## src/rtl/vec_cache_sram_pair_rd_sched.sv

```systemverilog
// Two-port read-request scheduler in front of the paired SRAM group.
// Each port has a small FIFO. The two FIFO heads are issued to SRAM slots a and b
// in the same cycle unless they target the same channel_id. In that case a
// round-robin pointer picks one head, and the other head waits in its FIFO.
// Tags travel through an RD_LAT-deep pipeline so that each tag lines up with its
// read data.
// The command is a flat CMD_W-bit image of sram_inst_cmd_t. Its MSB is
// dest_ram_id.channel_id.
module vec_cache_sram_pair_rd_sched #(
  parameter int unsigned TAG_W      = 8,
  parameter int unsigned FIFO_DEPTH = 2,
  parameter int unsigned RD_LAT     = 1,
  parameter int unsigned CMD_W      = 16
) (
  input  logic             clk,
  input  logic             rst,
  input  logic             req_vld_a,
  output logic             req_rdy_a,
  input  logic [CMD_W-1:0] req_cmd_a,
  input  logic [TAG_W-1:0] req_tag_a,
  input  logic             req_vld_b,
  output logic             req_rdy_b,
  input  logic [CMD_W-1:0] req_cmd_b,
  input  logic [TAG_W-1:0] req_tag_b,
  output logic             sram_read_vld_a,
  output logic [CMD_W-1:0] sram_read_cmd_a,
  output logic             sram_read_vld_b,
  output logic [CMD_W-1:0] sram_read_cmd_b,
  input  logic [31:0]      sram_rd_data_a,
  input  logic [31:0]      sram_rd_data_b,
  output logic             rsp_vld_a,
  output logic [TAG_W-1:0] rsp_tag_a,
  output logic [31:0]      rsp_data_a,
  output logic             rsp_vld_b,
  output logic [TAG_W-1:0] rsp_tag_b,
  output logic [31:0]      rsp_data_b
);

  localparam int unsigned CH_BIT = CMD_W - 1;
  localparam int unsigned PTR_W  = $clog2(FIFO_DEPTH);
  localparam int unsigned CNT_W  = $clog2(FIFO_DEPTH + 1);

  // Port FIFO storage and pointers
  logic [CMD_W-1:0] cmd_mem_a_q [FIFO_DEPTH];
  logic [TAG_W-1:0] tag_mem_a_q [FIFO_DEPTH];
  logic [CMD_W-1:0] cmd_mem_b_q [FIFO_DEPTH];
  logic [TAG_W-1:0] tag_mem_b_q [FIFO_DEPTH];
  logic [PTR_W-1:0] wptr_a_q, rptr_a_q, wptr_b_q, rptr_b_q;
  logic [CNT_W-1:0] cnt_a_q, cnt_a_d, cnt_b_q, cnt_b_d;

  logic             push_a, push_b, pop_a, pop_b;
  logic             hv_a, hv_b, conflict;
  logic [CMD_W-1:0] hcmd_a, hcmd_b;
  logic [TAG_W-1:0] htag_a, htag_b;
  logic             rr_q, rr_d;

  // Response pipelines of {vld, tag} for each slot
  logic [RD_LAT-1:0] pv_a_q, pv_b_q;
  logic [TAG_W-1:0]  pt_a_q [RD_LAT];
  logic [TAG_W-1:0]  pt_b_q [RD_LAT];

  // Ready depends only on registered occupancy
  assign req_rdy_a = (cnt_a_q != CNT_W'(FIFO_DEPTH));
  assign req_rdy_b = (cnt_b_q != CNT_W'(FIFO_DEPTH));
  assign push_a    = req_vld_a & req_rdy_a;
  assign push_b    = req_vld_b & req_rdy_b;

  assign hv_a   = (cnt_a_q != '0);
  assign hv_b   = (cnt_b_q != '0);
  assign hcmd_a = cmd_mem_a_q[rptr_a_q];
  assign hcmd_b = cmd_mem_b_q[rptr_b_q];
  assign htag_a = tag_mem_a_q[rptr_a_q];
  assign htag_b = tag_mem_b_q[rptr_b_q];

  // Arbitration between the heads. rr_q = 0 prefers port A on a same-channel conflict.
  always_comb begin
    conflict = hv_a & hv_b & (hcmd_a[CH_BIT] == hcmd_b[CH_BIT]);
    pop_a    = hv_a & (~conflict | ~rr_q);
    pop_b    = hv_b & (~conflict | rr_q);
    // On a conflict the pointer moves to the port that lost
    rr_d     = conflict ? ~rr_q : rr_q;
  end

  // Slot command drive. An idle slot a carries the inverse channel of slot b,
  // because the SRAM group routes on slot a's channel_id.
  always_comb begin
    sram_read_vld_a = pop_a;
    sram_read_vld_b = pop_b;
    sram_read_cmd_b = pop_b ? hcmd_b : '0;
    sram_read_cmd_a = '0;
    if (pop_a) begin
      sram_read_cmd_a = hcmd_a;
    end else begin
      sram_read_cmd_a[CH_BIT] = ~(pop_b & hcmd_b[CH_BIT]);
    end
  end

  // FIFO occupancy next-state
  always_comb begin
    cnt_a_d = cnt_a_q;
    cnt_b_d = cnt_b_q;
    case ({push_a, pop_a})
      2'b10:   cnt_a_d = cnt_a_q + CNT_W'(1);
      2'b01:   cnt_a_d = cnt_a_q - CNT_W'(1);
      default: cnt_a_d = cnt_a_q;
    endcase
    case ({push_b, pop_b})
      2'b10:   cnt_b_d = cnt_b_q + CNT_W'(1);
      2'b01:   cnt_b_d = cnt_b_q - CNT_W'(1);
      default: cnt_b_d = cnt_b_q;
    endcase
  end

  // FIFO A state and storage
  always_ff @(posedge clk) begin
    if (rst) begin
      wptr_a_q <= '0;
      rptr_a_q <= '0;
      cnt_a_q  <= '0;
    end else begin
      if (push_a) begin
        cmd_mem_a_q[wptr_a_q] <= req_cmd_a;
        tag_mem_a_q[wptr_a_q] <= req_tag_a;
        wptr_a_q              <= wptr_a_q + PTR_W'(1);
      end
      if (pop_a) rptr_a_q <= rptr_a_q + PTR_W'(1);
      cnt_a_q <= cnt_a_d;
    end
  end

  // FIFO B state and storage
  always_ff @(posedge clk) begin
    if (rst) begin
      wptr_b_q <= '0;
      rptr_b_q <= '0;
      cnt_b_q  <= '0;
    end else begin
      if (push_b) begin
        cmd_mem_b_q[wptr_b_q] <= req_cmd_b;
        tag_mem_b_q[wptr_b_q] <= req_tag_b;
        wptr_b_q              <= wptr_b_q + PTR_W'(1);
      end
      if (pop_b) rptr_b_q <= rptr_b_q + PTR_W'(1);
      cnt_b_q <= cnt_b_d;
    end
  end

  // Round-robin pointer
  always_ff @(posedge clk) begin
    if (rst) rr_q <= 1'b0;
    else     rr_q <= rr_d;
  end

  // Response pipelines. Tags are zeroed when the slot is idle, so an idle slot presents tag 0.
  always_ff @(posedge clk) begin
    if (rst) begin
      pv_a_q <= '0;
      pv_b_q <= '0;
      for (int unsigned i = 0; i < RD_LAT; i++) begin
        pt_a_q[i] <= '0;
        pt_b_q[i] <= '0;
      end
    end else begin
      pv_a_q[0] <= pop_a;
      pv_b_q[0] <= pop_b;
      pt_a_q[0] <= pop_a ? htag_a : '0;
      pt_b_q[0] <= pop_b ? htag_b : '0;
      for (int unsigned i = 1; i < RD_LAT; i++) begin
        pv_a_q[i] <= pv_a_q[i-1];
        pv_b_q[i] <= pv_b_q[i-1];
        pt_a_q[i] <= pt_a_q[i-1];
        pt_b_q[i] <= pt_b_q[i-1];
      end
    end
  end

  // Response outputs. Data is gated so that idle slots present zero.
  always_comb begin
    rsp_vld_a  = pv_a_q[RD_LAT-1];
    rsp_vld_b  = pv_b_q[RD_LAT-1];
    rsp_tag_a  = pt_a_q[RD_LAT-1];
    rsp_tag_b  = pt_b_q[RD_LAT-1];
    rsp_data_a = rsp_vld_a ? sram_rd_data_a : '0;
    rsp_data_b = rsp_vld_b ? sram_rd_data_b : '0;
  end

endmodule

```

## config.mk

```make
export PLATFORM = sky130hd
export DESIGN_NAME = vec_cache_sram_pair_rd_sched
export DESIGN_NICKNAME = d
export VERILOG_FILES = /design/src/rtl/vec_cache_sram_pair_rd_sched.sv
export SDC_FILE = /design/constraint.sdc
export NUM_CORES = 1
export LEC_CHECK = 0
export ABC_AREA = 0
export CAP_MARGIN = 20
export CORE_MARGIN = 3
export CORE_UTILIZATION = 40
export DETAILED_ROUTE_END_ITERATION = 8
export GPL_TIMING_DRIVEN = 0
export HOLD_SLACK_MARGIN = 0.08
export PLACE_DENSITY = 0.89
export RECOVER_POWER = 50
export SYNTH_ARGS = -nofsm -noshare
export SYNTH_HDL_FRONTEND = slang
export SYNTH_SLANG_ARGS = --single-unit
```

## constraint.sdc

```tcl
create_clock -name clk -period 4.51 [get_ports clk]
set_clock_uncertainty 0.05 [all_clocks]
set_input_delay 1.1275 -clock clk [delete_from_list [all_inputs] [get_ports clk]]
set_output_delay 1.1275 -clock clk [all_outputs]
set_load 0.05 [all_outputs]
```

==> summary.txt, run 1 <==
Clock tree
  – Clock Sinks: 125
  – CTS resizes: 0
  – Deepest clock path buffer count: 2
  – CTS tree: done
  – Hold_buf cts: 0
  – CTS Buf Count: 17
  – H-tree depth: 4
  – Clk pin slew, worst setup/hold paths: 0.06 ns
  – Clock insertion delay at the later pin of the skew report: 0.40 ns
  – Root Buffer: clkbuf_16
  – Number of setup buffers added after CTS: 0

Logic synthesis
  – Yosys reg bits: 125
  – Top-area cell type share of the netlist area: 57.3%
  – Compound-Gate Fraction of Synth Area: 2.83%
  – Largest family of logic cells by synthesized area: simple AND/OR/NAND/NOR gates
  – Netlist Area Pre-Place: 5030 sq um
  – Post-synthesis simple-gate area fraction: 14.4%
  – Area leader, netlist: edfxtp_1
  – Ys Warns: 0
  – Sequential fraction of the synthesis area: 68.8%
  – Syn Inst Count: 364
  – Syn Nets: 482
  – Top post-synthesis cells by area: edfxtp_1, dfxtp_1, mux2i_1, and2_1, nor2_1
  – Post-synthesis mux area share: 9.87%
  – Avg Inst Size Synth: 13.8 sq um
  – Post-Synth XOR/XNOR Area: 1.37%
  – Fraction of the mapped netlist area in adder cells: 0.497%
  – Synth unique cells: 32

Placed design
  – Pre-CTS setup slack: 0.787 ns
  – Buffers on Ports: 232
  – Placement-stage cell area: 7650 sq um
  – GPL Wtd Cong: 0.740
  – DP HPWL: 9440 um

Routing
  – Wire per inst: 15.4 um
  – 1st-pass router iterations: 4
  – Vias: 3658
  – Drt total wl: 12400 um
  – DRC: 0
  – Avg Vias per Cell: 4.56
  – 1st-iter DRT viols: 160
  – Antenna violation net count after detailed routing: 0

Critical path
  – Highest-delay cell along the critical path: clkdlybuf4s50_1
  – CP most frequent cell: buf_2
  – CP Class: flip-flop to output port
  – CP Cell Sequence: buf_2 > mux2i_1 > xor2_2 > o22ai_1 > buf_2 > inv_1 > clkdlybuf4s50_1
  – Worst Path Arrival: 3.07 ns
  – Largest stage delay on the critical path: 0.71 ns
  – CP Data Required Time: 3.33 ns
  – Crit-path max FO: 10
  – Worst Setup End Kind: output port
  – Worst Setup Start Kind: flip-flop
  – RR Startpoint: cnt_a_q[0]

Timing
  – Setup WS post-layout: 0.260 ns
  – Slew HR: 14.4%
  – Crit share post-route: 94.2%
  – Hold Worst Slack: 0.431 ns
  – Tmin final: 4.25 ns
  – Worst-Margin Slew: 1.27 ns
  – F_max: 235 MHz
  – Fin. Hold Viols: 0
  – # setup viols final: 0
  – Unrepaired setup endpoints after global routing: false
  – Max-slew violation count: 0

Finish
  – Fraction of layout cells with a size suffix above 1: 6.78%
  – Area Overhead vs Synth: 63.3%
  – Antenna Cells: 0
  – Post-Route Utilization: 67.6%
  – Post-route cell area: 8220 sq um
  – Final net count: 739

Power and ir drop
  – PD cells: 641 nW/um^2
  – P_leak: 2.94 nW
  – Total power: 5.27 mW
  – Peak supply drop: 0.000389 V

Min path
  – Hold_sp: tag_mem_a_q[1][0]
  – Hold WC Path Type: flip-flop to flip-flop

Run
  – Max Cap Viol: 0

Die
  – Num rows: 40
  – Core region area: 12200 sq um
  – Die area: 14000 sq um
  – I/O pins: 234
  – Initial core utilization: 41.4%
  – Die height: 118 um
  – Die width: 118 um

GRT
  – Initial antenna violation count: 0
  – GRT overflow: 0
  – First-pass GRT wire length: 19600 um
  – Vias in the first global route: 3850
  – Largest net degree at the start of global routing: 17
  – Total track usage: 17.8%

Run status
  – Status: completed
[synthesized netlist by cell type]
| cell | n |
|---|---|
| buf_1 | 2 |
| o31ai_1 | 1 |
| inv_1 | 4 |
| dfxtp_1 | 29 |
| a21oi_1 | 5 |
| or4_1 | 1 |
| o21ai_1 | 1 |
| mux2i_4 | 1 |
| or2_2 | 1 |
| nand2_1 | 5 |
| ha_1 | 2 |
| nor2_1 | 56 |
| nor3_1 | 6 |
| nor3b_1 | 2 |
| mux2i_1 | 46 |
| o22ai_4 | 1 |
| xor2_1 | 4 |
| o311ai_0 | 4 |
| edfxtp_1 | 96 |
| and2_1 | 64 |
| buf_2 | 2 |
| o32a_1 | 1 |
| nand2b_1 | 4 |
| o22ai_2 | 1 |
| xor2_2 | 1 |
| clkbuf_1 | 12 |
| xnor2_1 | 2 |
| o21ai_0 | 2 |
| o21ai_2 | 2 |
| mux2i_2 | 1 |
| buf_6 | 3 |
| or3_1 | 2 |
[logic make-up (layout without fill, tap and decap cells)]
family / count (synthesis) / in the layout
simple gates: 141 / 141
flops: 125 / 125
mux: 48 / 48
buf+inv: 23 / 293
compound gates: 18 / 18
xor+xnor: 7 / 7
fa+ha+maj: 2 / 2
[state kept, by name, summed over array words and instances (netlist names), 2 cells and up, named ones only]
name / cells
pt_a_q: 8
cmd_mem_a_q: 32
tag_mem_b_q: 16
cmd_mem_b_q: 32
cnt_b_q: 2
tag_mem_a_q: 16
pt_b_q: 8
cnt_a_q: 2
[report_power, final]
| group | switching (mW) | total [mW] | leakage [nW] | internal, mW |
|---|---|---|---|---|
| clock network | 0.495 | 1.42 | 0.287 | 0.925 |
| logic | 1.55 | 2.39 | 1.53 | 0.836 |
| registers | 0.0625 | 1.46 | 1.12 | 1.40 |
[cell type report]
cell class                      instances  area [sq um]
Sequential cell                       125          3460
Multi-Input combinational cell        216          1450
Clock buffer                           18           429
Tap cell                              168           210
Fill cell                             897          3940
Clock inverter                         14           193
Buffer                                 19          96.3
Inverter                                4          15.0
Timing Repair Buffer                  238          2360
[through the flow]
stage | TNS, ns | instances
after floorplan | 0 | 364
after CTS | 0 | 802
after global placement | -30.25 | 764
after global routing | 0 | 802
final | 0 | 802
after detailed placement | 0 | 770
[path summary, 6_finish.rpt]
kind	to	slack, ns	cells past startpoint
hold / removal	pt_a_q[0][0]	0.43	2
setup reg to reg	tag_mem_a_q[1][6]	1.58	5
hold reg to reg	pt_a_q[0][0]	0.43	2
setup / recovery	sram_read_vld_a	0.26	7
[layout by cell type (no fill, tap or decap), drive strengths merged, types with 2 or more instances in the layout]
| master | synthesis | routed |
|---|---|---|
| clkdlybuf4s50 | 0 | 183 |
| edfxtp | 96 | 96 |
| and2 | 64 | 64 |
| nor2 | 56 | 56 |
| dlygate4sd3 | 0 | 49 |
| mux2i | 48 | 48 |
| clkbuf | 12 | 34 |
| dfxtp | 29 | 29 |
| buf | 7 | 9 |
| nor3 | 6 | 6 |
| inv | 4 | 6 |
| nand2 | 5 | 5 |
| a21oi | 5 | 5 |
| clkinvlp | 0 | 5 |
| o21ai | 5 | 5 |
| xor2 | 5 | 5 |
| nand2b | 4 | 4 |
| o311ai | 4 | 4 |
| bufinv | 0 | 4 |
| clkinv | 0 | 3 |
| xnor2 | 2 | 2 |
| or3 | 2 | 2 |
| ha | 2 | 2 |
| o22ai | 2 | 2 |
| nor3b | 2 | 2 |
[layer usage]
layer | track usage (%) | share of wire (%) | vias up
met2 | 33.2 | 53 | 148
li1 | - | - | 1803
met1 | 18.9 | 39 | 1695
met4 | 5.35 | 1.1 | 0
met3 | 6.12 | 6.9 | 12
met5 | 0 | 0 | -
[worst max-delay path: cells and delay by family (launching register included)]
family                 cells  cell delay [ns]
AO/OA/AOI/OAI              1             0.53
flip-flops                 1             0.30
buffers and inverters      4             1.35
multiplexers               1             0.35
XOR/XNOR                   1             0.14
(Power assumes the default switching activity.)
==> inputs of run 2 (changes only) <==
- clock period: 4.51 -> 5.2 ns (I/O delays scaled with it)
==> run 2 against run 1 <==
  * Clock power shrank 13%
  * Hold slack about the same
  * Sequential power is 13% lower
  * Design area is essentially flat
  * Utilization about the same
  * Wire length about the same
  * Sequential share of layout area is essentially flat
  * Critical path type unchanged
  * Largest power group unchanged
  * Highest routed layer unchanged
==> summary.txt, run 2 (synthesis gave the netlist of run 1 again) <==
Power and ir drop
  – Peak supply drop: 0.000338 V (was 0.000389 V)
  – Total power: 4.57 mW (was 5.27 mW)
  – Seq pwr share: 27.7% (about the same)
  – Switch Pwr: 1.83 mW (was 2.11 mW)
  – PD cells: 556 nW/um^2 (was 641 nW/um^2)
  – Int Power: 2.74 mW (was 3.16 mW)
  – Sw Ratio: 40.0% (about the same)
  – P_leak: 2.93 nW (was 2.94 nW)
  – Clock share of power: 27.0% (about the same)
  – Power share of the combinational group: 45.3% (about the same)

Clock tree
  – Deepest clock path buffer count: 2 (unchanged)
  – Clock Sinks: 125 (unchanged)
  – CTS Buf Count: 17 (unchanged)
  – CTS resizes: 0 (unchanged)
  – Clk pin slew, worst setup/hold paths: 0.06 ns (about the same)
  – Clock insertion delay at the later pin of the skew report: 0.40 ns (about the same)
  – H-tree depth: 4 (unchanged)
  – Root Buffer: clkbuf_16 (unchanged)
  – Hold_buf cts: 0 (unchanged)
  – Number of setup buffers added after CTS: 0 (unchanged)
  – CTS tree: done (unchanged)

Critical path
  – Worst Path Arrival: 3.26 ns (was 3.07 ns)
  – CP Data Required Time: 3.85 ns (was 3.33 ns)
  – Crit-path max FO: 10 (unchanged)
  – CP Class: flip-flop to output port (unchanged)
  – Worst Setup Start Kind: flip-flop (unchanged)
  – Worst Setup End Kind: output port (unchanged)

Routing
  – 1st-pass router iterations: 4 (unchanged)
  – 1st-iter DRT viols: 158 (was 160)
  – Met3 Routed Length: 850 um (unchanged)
  – Drt total wl: 12400 um (about the same)
  – DRC: 0 (unchanged)
  – Wire per inst: 15.4 um (about the same)
  – M1 wire length: 4770 um (unchanged)
  – Antenna violation net count after detailed routing: 0 (unchanged)
  – DR top layer: met4 (unchanged)
  – Met2 WL: 6600 um (about the same)
  – Avg Vias per Cell: 4.56 (unchanged)
  – Vias: 3658 (unchanged)

Die
  – Initial core utilization: 41.4% (unchanged)
  – Die area: 14000 sq um (unchanged)
  – Core region area: 12200 sq um (unchanged)
  – Die height: 118 um (unchanged)
  – Num rows: 40 (unchanged)
  – Die width: 118 um (unchanged)
  – I/O pins: 234 (unchanged)

GRT
  – Vias in the first global route: 3850 (unchanged)
  – Largest net degree at the start of global routing: 17 (unchanged)
  – GRT overflow: 0 (unchanged)
  – First-pass GRT wire length: 19600 um (unchanged)
  – Total track usage: 17.8% (unchanged)
  – Initial antenna violation count: 0 (unchanged)

Placed design
  – Placed cell count: 770 (unchanged)
  – Placement-stage cell area: 7650 sq um (unchanged)
  – Buffers on Ports: 232 (unchanged)
  – GPL Wtd Cong: 0.740 (unchanged)
  – DP HPWL: 9440 um (unchanged)

Finish
  – Biggest regs: cmd_mem_a_q x32, cmd_mem_b_q x32 (unchanged)
  – Post-route cell area: 8220 sq um (about the same)
  – Commonest non-fill, non-tap cell in the layout: clkdlybuf4s50_1 (unchanged)
  – Fraction of layout cells with a size suffix above 1: 6.62% (was 6.78%)
  – Final net count: 739 (unchanged)
  – Cell Count, Final, Fillers Out: 802 (unchanged)
  – Area Overhead vs Synth: 63.2% (was 63.3%)
  – Antenna Cells: 0 (unchanged)
  – Highest-count cells in the layout ignoring fill and taps: clkdlybuf4s50_1, edfxtp_1, and2_1, nor2_1, dlygate4sd3_1 (unchanged)

Timing
  – Fin. Hold Viols: 0 (unchanged)
  – Unrepaired setup endpoints after global routing: false (unchanged)
  – F_max: 217 MHz
  – # setup viols final: 0 (unchanged)
  – Tmin final: 4.61 ns
  – Crit share post-route: 88.6%
  – Slew HR: 14.9% (was 14.4%)
  – Setup_tns: 0 ns (unchanged)
  – Max-slew violation count: 0 (unchanged)
  – Worst-Margin Slew: 1.26 ns (was 1.27 ns)

Min path
  – Hold WC Path Type: flip-flop to flip-flop (unchanged)

Run
  – Max Cap Viol: 0 (unchanged)

Run status
  – Status: completed (unchanged)
run 2: cell count changes in the layout (fill, tap and decap cells not counted), sizes merged:
cell    change
buf         -1
clkbuf      +1
run 2: final cells by class:
type	count	area (sq um)
Fill cell	898	3950
Sequential cell	125	3460
Timing Repair Buffer	238	2360
Multi-Input combinational cell	216	1450
Clock buffer	18	429
Tap cell	168	210
Clock inverter	14	193
Buffer	19	95.1
Inverter	4	15.0
run 2: worst paths after layout:
kind | start | end | slack (ns) | cells after the start
setup / recovery | flip-flop | sram_read_vld_a | 0.59 | 7
hold reg to reg | tag_mem_a_q[1][0] | pt_a_q[0][0] | 0.43 | 2
setup reg to reg | flip-flop | cnt_a_q[1] | 2.09 | 9
hold / removal | tag_mem_a_q[1][0] | pt_a_q[0][0] | 0.43 | 2
run 2: stage by stage:
stage,utilization [%],setup WS (ns),hold slack [ns]
floorplan,-,1.20,0.403
global placement,62.2,-0.00486,0.409
detailed placement,62.9,1.13,0.421
CTS,68.0,0.864,0.434
global route,67.6,0.433,0.451
finish,67.6,0.594,0.431
run 2: critical path, stage by stage, from the launching register on:
cell and delay [ns]:
dfxtp_1 0.30, clkbuf_1 0.36, mux2i_1 0.38, xor2_2 0.14, o22ai_1 0.53, buf_2 0.33, inv_1 0.10, clkdlybuf4s50_1 0.71
run 2: metal layers:
layer	GRT usage, %	vias up
li1	-	1803
met2	33.2	148
met3	6.12	12
met4	5.35	0
met5	0	-
met1	18.9	1695
run 2: power by group through the flow:
stage	sequential (mW)	clock [mW]	combinational, mW
2_1_floorplan	1.40	0	1.29
3_3_place_gp	1.29	0	2.05
3_5_place_dp	1.29	0	2.10
4_1_cts	1.27	1.25	2.12
5_1_grt	1.28	1.30	2.18
6_report	1.27	1.23	2.07
==> RTL change, RTL diff (flow settings as in run 1) <==
The parameter `TAG_W` goes from 8 to 9.
--- a/src/rtl/vec_cache_sram_pair_rd_sched.sv
+++ b/src/rtl/vec_cache_sram_pair_rd_sched.sv
@@ -7,7 +7,7 @@
 // The command is a flat CMD_W-bit image of sram_inst_cmd_t. Its MSB is
 // dest_ram_id.channel_id.
 module vec_cache_sram_pair_rd_sched #(
-  parameter int unsigned TAG_W      = 8,
+  parameter int unsigned TAG_W      = 9,
   parameter int unsigned FIFO_DEPTH = 2,
   parameter int unsigned RD_LAT     = 1,
   parameter int unsigned CMD_W      = 16
Interface: changed (resized req_tag_a, req_tag_b, rsp_tag_a and rsp_tag_b); port bits go from 234 to 238. No check against the original RTL was run, so the function may have changed too.
==> RTL change against run 1 <==
Sequential cell count rose by 6; final cell count rose by 2.7%; routed wire length rose by 5.7%; register-to-register slack improved by 110 ps; final area rose by 3.1%; power rose by 2.2%; synthesized area rose by 3.3%; core utilization fell by 0.73 points; sequential power rose by 5%; worst setup slack improved by 120 ps; critical endpoint is now sram_read_cmd_b[11].
==> RTL change: results (changes against run 1) <==
Initial antenna violation count: 2 (+2)
Via count of the first global-routing pass: 3,972 (+3.2%)
CP max stage delay: 830 ps (+120 ps)
Post-synthesis cell type count: 31 (-3.1%)
Wl on met1: 4740 microns (-0.67%)
HP Class: reg2reg
Final #Nets: 757 (+2.4%)
Metal3 WL: 912 microns (+7.3%)
Total setup buffers inserted after CTS: 0 (unchanged)
Status: complete, no violations
Switching Fraction: 39.8% (-0.23 points)
DP HPWL: 10,200 microns (+8.3%)
Syn nets: 494 (+2.5%)
Total GRT Usage: 18.0% (+0.17 points)
Crit path arrival time: 2960 ps (-110 ps)
Via count: 3,805 (+4.0%)
Placed cell areas: 7890 sq um (+3.1%)
WL met2: 7250 microns (+9.9%)
DP Worst Slack: 727 ps (-59.4 ps)
Synth cell count leaders: edfxtp_1 (100), and2_1 (64), nor2_1 (58)
DRC: 0 (unchanged)
Clock Power Share: 26.7% (-0.3 points)
Register area share after synthesis: 69.7% (+0.89 points)
Layout cells sized above 1: 6.62% (-0.17 points)
Clock buffer count from CTS: 17 (unchanged)
CTS max path bufs: 2 (unchanged)
Post-synth EDFFs: 100 (+4.2%)
P_sw: 2140 uW (+1.7%)
WL final: 13,100 microns (+5.7%)
Max IR drop VDD: 0.000318 V (-18%)
IO buf count: 236 (+1.7%)
Final ANT Viol Nets: 0 (unchanged)
Combinational share of power: 44.9% (-0.4 points)
Initial DRC Count: 107 (-33%)
RD Place Congestion: 0.730 (-1.3%)
Leak pwr: 0.00303 uW (+3.2%)
Worst slew pin tran: 1330 ps (+58.4 ps)
First-pass GRT wire length: 20,000 microns (+2.4%)
DRT Pass-1 Iters: 4 (unchanged)
==> RTL change: changes by cell type after synthesis, sizes merged <==
cell,delta
edfxtp,+4
mux2i,+2
nor2,+2
dfxtp,+2
==> RTL change: final timing paths <==
| kind | startpoint | slack (ps) | cells after the start | endpoint |
|---|---|---|---|---|
| hold / removal | tag_mem_b_q[0][1]$_DFFE_PP_ | 430 | 2 | pt_b_q[0][1]$_SDFF_PP0_ |
| hold reg to reg | tag_mem_b_q[0][1]$_DFFE_PP_ | 430 | 2 | pt_b_q[0][1]$_SDFF_PP0_ |
| setup reg to reg | cnt_b_q[0]$_SDFFE_PP0P_ | 1690 | 5 | tag_mem_b_q[0][2]$_DFFE_PP_ |
| setup / recovery | flop | 380 | 8 | sram_read_cmd_b[11] |
==> RTL change: per-layer routing <==
metal,vias up,global-route usage (%)
li1,1850,-
met1,1790,18.9
met2,153,34.2
met3,12,5.33
met4,0,5.58
met5,-,0
==> RTL change: kinds of logic after synthesis <==
group	after synthesis	share of synthesized area [%]
DFF	131	69.7
xor gates and xnor gates	7	1.18
and+or+nand+nor	143	14.1
buffers and inverters	23	2.05
AOI/OAI and AO/OA	18	2.62
adders and majority gates	2	0.481
muxes	50	9.87
==> RTL change: stage by stage <==
stage | std cells | hold slack (ps) | setup TNS [ps] | util (%)
after floorplan | 374 | 403 | 0 | -
after global placement | 782 | 409 | -38680 | 61.4
after detailed placement | 790 | 421 | 0 | 62.3
after CTS | 822 | 435 | 0 | 67.3
after global routing | 824 | 453 | 0 | 66.8
final | 824 | 431 | 0 | 66.8
==> RTL change: area by class of cell <==
type	instances	area share, %
clock buffer	17	5.02
timing repair buffer	244	28.6
inverter	4	0.177
tap	172	2.54
antenna	2	0.0591
multi-input combinational	220	17.3
sequential	131	42.8
clock inverter	15	2.44
buffer	19	1.08
